### config.mk
export PLATFORM = sky130hd
export DESIGN_NAME = umem_arbiter
export DESIGN_NICKNAME = d
export VERILOG_FILES = /design/src/rtl/umem_pkg.sv /design/src/rtl/umem_arbiter_rr_pick.sv /design/src/rtl/umem_arbiter.sv
export SDC_FILE = /design/constraint.sdc
export NUM_CORES = 1
export LEC_CHECK = 0
export CELL_PAD_IN_SITES_DETAIL_PLACEMENT = 1
export CELL_PAD_IN_SITES_GLOBAL_PLACEMENT = 2
export CORE_ASPECT_RATIO = 0.7
export CORE_UTILIZATION = 19
export DETAILED_ROUTE_END_ITERATION = 8
export PLACE_DENSITY = 0.81
export SLEW_MARGIN = 20
export SYNTH_ARGS = -nofsm -noshare
export SYNTH_HDL_FRONTEND = slang
export SYNTH_HIERARCHICAL = 1
export SYNTH_SLANG_ARGS = --single-unit
### constraint.sdc
create_clock -name clk -period 4.7 [get_ports clk]
set_input_delay 0.94 -clock clk [delete_from_list [all_inputs] [get_ports clk]]
set_output_delay 0.94 -clock clk [all_outputs]
set_load 0.05 [all_outputs]
### src/rtl/umem_pkg.sv
// Shared defaults and helpers for the user data memory arbiter.
package umem_pkg;

    localparam int AW_DEFAULT = 8;
    localparam int DW_DEFAULT = 8;

    // Index width for a value range of n entries; never narrower than one bit.
    function automatic int clog2(input int n);
        int w;
        w = 1;
        while ((1 << w) < n) w++;
        return w;
    endfunction

endpackage

### src/rtl/umem_arbiter_rr_pick.sv
// Combinational round-robin picker: first set request at or after start, wrapping.
module rr_pick
    import umem_pkg::*;
#(
    parameter int NREQ = 4,
    parameter int IW   = clog2(NREQ)
) (
    input  logic [NREQ-1:0] req,
    input  logic [IW-1:0]   start,
    output logic [NREQ-1:0] gnt,
    output logic            valid
);

    localparam logic [IW-1:0] LAST = IW'(NREQ - 1);

    logic [IW-1:0] idx;

    // Wrap by explicit compare so non-power-of-two NREQ never visits a phantom slot.
    always_comb begin
        gnt   = '0;
        valid = 1'b0;
        idx   = start;
        for (int k = 0; k < NREQ; k++) begin
            if (!valid && req[idx]) begin
                gnt[idx] = 1'b1;
                valid    = 1'b1;
            end
            idx = (idx == LAST) ? '0 : idx + 1'b1;
        end
    end

endmodule

### src/rtl/umem_arbiter.sv
// Round-robin arbiter for the single-port user data memory, with bounded burst lock
// and one-cycle read return to the issuing requester.
module umem_arbiter
    import umem_pkg::*;
#(
    parameter int NREQ     = 4,
    parameter int AW       = AW_DEFAULT,
    parameter int DW       = DW_DEFAULT,
    parameter int MAX_LOCK = 4
) (
    input  logic              clk,
    input  logic              reset,
    input  logic [NREQ-1:0]   req,
    input  logic [NREQ-1:0]   req_we,
    input  logic [NREQ-1:0]   req_lock,
    input  logic [NREQ*AW-1:0] req_addr,
    input  logic [NREQ*DW-1:0] req_wdata,
    output logic [NREQ-1:0]   gnt,
    output logic [NREQ-1:0]   rvalid,
    output logic [DW-1:0]     rdata,
    output logic              mem_en,
    output logic              mem_we,
    output logic [AW-1:0]     mem_addr,
    output logic [DW-1:0]     mem_wdata,
    input  logic [DW-1:0]     mem_rdata
);

    localparam int IW = clog2(NREQ);
    localparam int CW = clog2(MAX_LOCK + 1);
    localparam logic [IW-1:0] LAST = IW'(NREQ - 1);

    logic [IW-1:0]   rr_ptr;
    logic [IW-1:0]   owner;
    logic            locked;
    logic [CW-1:0]   lock_cnt;
    logic [NREQ-1:0] rd_pend;
    logic [DW-1:0]   rdata_q;

    logic [NREQ-1:0] elig;
    logic [IW-1:0]   start;
    logic [NREQ-1:0] pick_gnt;
    logic            pick_valid;
    logic [IW-1:0]   gnt_idx;
    logic            issue;

    function automatic logic [IW-1:0] next_idx(input logic [IW-1:0] i);
        return (i == LAST) ? '0 : i + 1'b1;
    endfunction

    // While locked, only the owner may be picked; everyone else stalls.
    always_comb begin
        elig  = req;
        start = rr_ptr;
        if (locked) begin
            elig  = req & (NREQ'(1) << owner);
            start = owner;
        end
    end

    rr_pick #(.NREQ(NREQ), .IW(IW)) u_pick (
        .req   (elig),
        .start (start),
        .gnt   (pick_gnt),
        .valid (pick_valid)
    );

    always_comb begin
        gnt_idx = '0;
        for (int i = 0; i < NREQ; i++)
            if (pick_gnt[i]) gnt_idx = IW'(i);
    end

    // Reset gates the issue path so outputs fall to zero before the next edge.
    assign issue     = pick_valid && !reset;
    assign gnt       = issue ? pick_gnt : '0;
    assign mem_en    = issue;
    assign mem_we    = issue && req_we[gnt_idx];
    assign mem_addr  = issue ? req_addr[int'(gnt_idx)*AW +: AW] : '0;
    assign mem_wdata = issue ? req_wdata[int'(gnt_idx)*DW +: DW] : '0;

    assign rvalid = rd_pend;
    assign rdata  = (|rd_pend) ? mem_rdata : rdata_q;

    always_ff @(posedge clk or posedge reset) begin
        if (reset) begin
            rr_ptr   <= '0;
            owner    <= '0;
            locked   <= 1'b0;
            lock_cnt <= '0;
            rd_pend  <= '0;
            rdata_q  <= '0;
        end else begin
            rd_pend <= pick_gnt & ~req_we;
            if (|rd_pend)
                rdata_q <= mem_rdata;

            // Expiry is checked first so a still-requesting owner re-arbitrates fairly.
            if (locked) begin
                if (lock_cnt == CW'(MAX_LOCK - 1) || (pick_valid && !req_lock[owner])) begin
                    locked   <= 1'b0;
                    lock_cnt <= '0;
                    rr_ptr   <= next_idx(owner);
                end else begin
                    lock_cnt <= lock_cnt + 1'b1;
                end
            end else if (pick_valid) begin
                rr_ptr <= next_idx(gnt_idx);
                if (req_lock[gnt_idx] && MAX_LOCK > 1) begin
                    locked   <= 1'b1;
                    owner    <= gnt_idx;
                    lock_cnt <= CW'(1);
                end
            end
        end
    end

endmodule

==> impl_metrics.csv <==
group,metric,value,unit
outcome,status,"complete, but fails checks",
outcome,violations,"setup timing",
synthesis,yosysMostFrequentCell,"mux2i_1",
synthesis,ys_seq_area_share,23.7,%
critical_path,cp_max_fo,5,
global_routing,grtUsageTotal,15.0,%
critical_path,required,3.76,ns
timing,fmax,212,MHz
final_layout,seqCellArea,503,µm²
synthesis,ys_warn_count,6,
floorplanning,die-width,128,µm
synthesis,synth_flop_cell,"dfrtp_1",
synthesis,netlist.top_cell.by_area,"dfrtp_1",
floorplanning,ios,120,
clock_tree,cts_tree,"yes",
clock_tree,ctsLongestPathBuffers,2,
hold_path,hold_path.class,"flop to flop",
timing,finalCriticalPeriod,4.71,ns
synthesis,synth-xor-area-share,0,%
placement,dpl_cell_area,4060,µm²
clock_tree,path_clk_slew,0.06,ns
floorplanning,die_height,90.2,µm
timing,hold_violations,0,
synthesis,synth_top_family_by_area,"multiplexers",
synthesis,syn_avg_cell_area,8.83,µm²
placement,numPortBuffers,119,
global_routing,grt_max_degree,37,
routing,ant_nets,0,
final_layout,fillers,1178,
timing,rsz0062_at_grt,"true",
routing,first_pass_iters,4,
final_layout,fin_area,4470,µm²
clock_tree,cts_sinks,20,
final_layout,fin_nets,497,
global_routing,grt_pass1_wl,13.6,mm
synthesis,ys_seq_elements,20,
final_layout,diodes,0,
timing,fin_crit_sh,100,%
global_routing,overflow,0,
clock_tree,clk_latency,0.26,ns
timing,skew,0.00212,ns
synthesis,synth_common_cells,"40 x mux2i_1, 25 x nand2_1, 21 x nor2_1",
final_layout,drive_above_1_share,34.8,%
floorplanning,die_area,11500,µm²
synthesis,yosys-mux-area-fraction,29.5,%
floorplanning,start_util,20.0,%
synthesis,async_reset_ff_share,100,%
routing,dr_total_vias,2474,
timing,worst-slew-pin-transition,0.539,ns
synthesis,synth_area,2110,µm²
synthesis,syn-num-nets,338,
placement,dpl.hpwl,6.74,mm
critical_path,endpoint_kind,"primary output",
routing,wl_per_cell,16.6,µm
routing,via_per_inst,4.54,
final_layout,multi_input_area,1750,µm²
routing,drt_iter0_markers,58,
timing,drv_slew,0,
synthesis,synth_compound_area_share,16.7,%
synthesis,synth-edff-count,0,
synthesis,synthAdderAreaFrac,7.71,%
global_routing,grt_pass1_vias,2630,
clock_tree,clk_root_buffer_cell,"clkbuf_16",
synthesis,synth_cell_types,44,
routing,drc,0,
synthesis,synth_top_area_share,23.7,%
floorplanning,num_rows,31,
critical_path,arrival,3.77,ns
run,cap_viol_max_count,0,
critical_path,path_class,"flop to primary output",
floorplanning,fp.coreArea,10600,µm²
synthesis,synthTopCellsByArea,"dfrtp_1 24%, mux2i_1 19%, ha_1 7.7%",
synthesis,synthCells,239,
synthesis,synth-simple-area-share,16.5,%
clock_tree,cts-buffers-inserted,3,
timing,slew_headroom,63.2,%
global_routing,antenna_found_initial,0,
clock_tree,cts_max_level,1,
timing,setup_violations,1,
placement,gp_congestion,0.779,
final_layout,areaGrowthSynthToFinish,112,%
timing,layout_setup_ws,-0.00664,ns
critical_path,start_kind,"flop",
routing,wl,9.07,mm
final timing paths:
kind / cells past startpoint / end / slack, ns / from
min reg2reg: 1 / lock_cnt[2] / 0.49 / lock_cnt[2]
max reg2reg: 15 / owner[0] / 0.77 / locked
min in group asynchronous: 3 / lock_cnt[1] / 1.16 / reset
max in group asynchronous: 3 / owner[1] / 3.31 / reset
min: 1 / lock_cnt[2] / 0.49 / lock_cnt[2]
max: 14 / mem_wdata[7] / -0.007 / locked
cell type report:
cell class	instances	share of cell area (%)
clock inverters	1	0.672
flip-flops and latches	20	11.2
repair buffers	167	41.6
inverters	18	1.65
multi-input cells	188	39.0
clock buffers	3	1.68
well taps	148	4.14
per-layer routing:
layer  up-vias  global-route usage, %  routed length (µm)
met3         7                   3.39                 664
met2        99                   26.5                4600
met1      1196                   18.5                3710
li1       1172                      -                   -
met5         -                      0                   0
met4         0                   2.94                  88
worst max-delay path, stage by stage (launching register included):
cell and delay, ns:
dfrtp_2 0.44, mux2_4 0.34, buf_8 0.14, ha_4 0.16, or2_4 0.27, mux4_2 0.32, or4b_4 0.59, o221ai_4 0.21
buf_12 0.16, buf_16 0.13, mux2i_2 0.21, o21ai_1 0.08, mux2i_1 0.23, nor2_4 0.06, buf_12 0.15
flip-flops by register name, summed over array words and instances (netlist names):
name,flops
lock_cnt,3
locked,1
owner,2
rdata_q,8
rr_ptr,2
rvalid,4
metrics by stage:
step	util, %	setup TNS [ns]	hold slack (ns)	setup WS, ns	std cells
detailed placement	38.4	-2.79	0.478	-0.200	521
CTS	41.1	0	0.493	0.0303	535
floorplan	-	0	0.456	0.0161	239
global route	42.4	-1.25	0.512	-0.117	545
global placement	38.4	-1.59	0.473	-0.123	521
finish	42.4	-0.00664	0.490	-0.00664	545
placed cells by master, fill, tap and decap left out, types with 4 or more instances in the layout:
master           count
mux2i_1             35
nor2_4              16
mux2_2               9
dfrtp_1             18
a21oi_1              4
nor2_1               5
buf_4               40
inv_1               14
ha_1                11
mux2i_2              5
o21ai_1             16
nand2_1             24
clkbuf_16            4
buf_12              25
clkdlybuf4s50_1     93
o21bai_1             4
cells by family after synthesis:
family                     count (synthesis)
and+or+nand+nor                           70
muxes                                     55
AOI/OAI and AO/OA                         50
buffers and inverters                     31
DFF                                       20
adders and majority gates                 13
what timing repair did:
| action | in CTS | in global routing |
|---|---|---|
| endpoints found under the setup margin | 21 | 17 |
| buffers inserted | 9 | 9 |
| cloned | 1 | 1 |
| gates resized for setup | 27 | 30 |
| pin swaps | 4 | 13 |
| hold buffers | 0 | 0 |
Power is left out: the tool's default activity adds up to more than one toggle a clock period on the data nets, which glitch-free logic cannot reach.
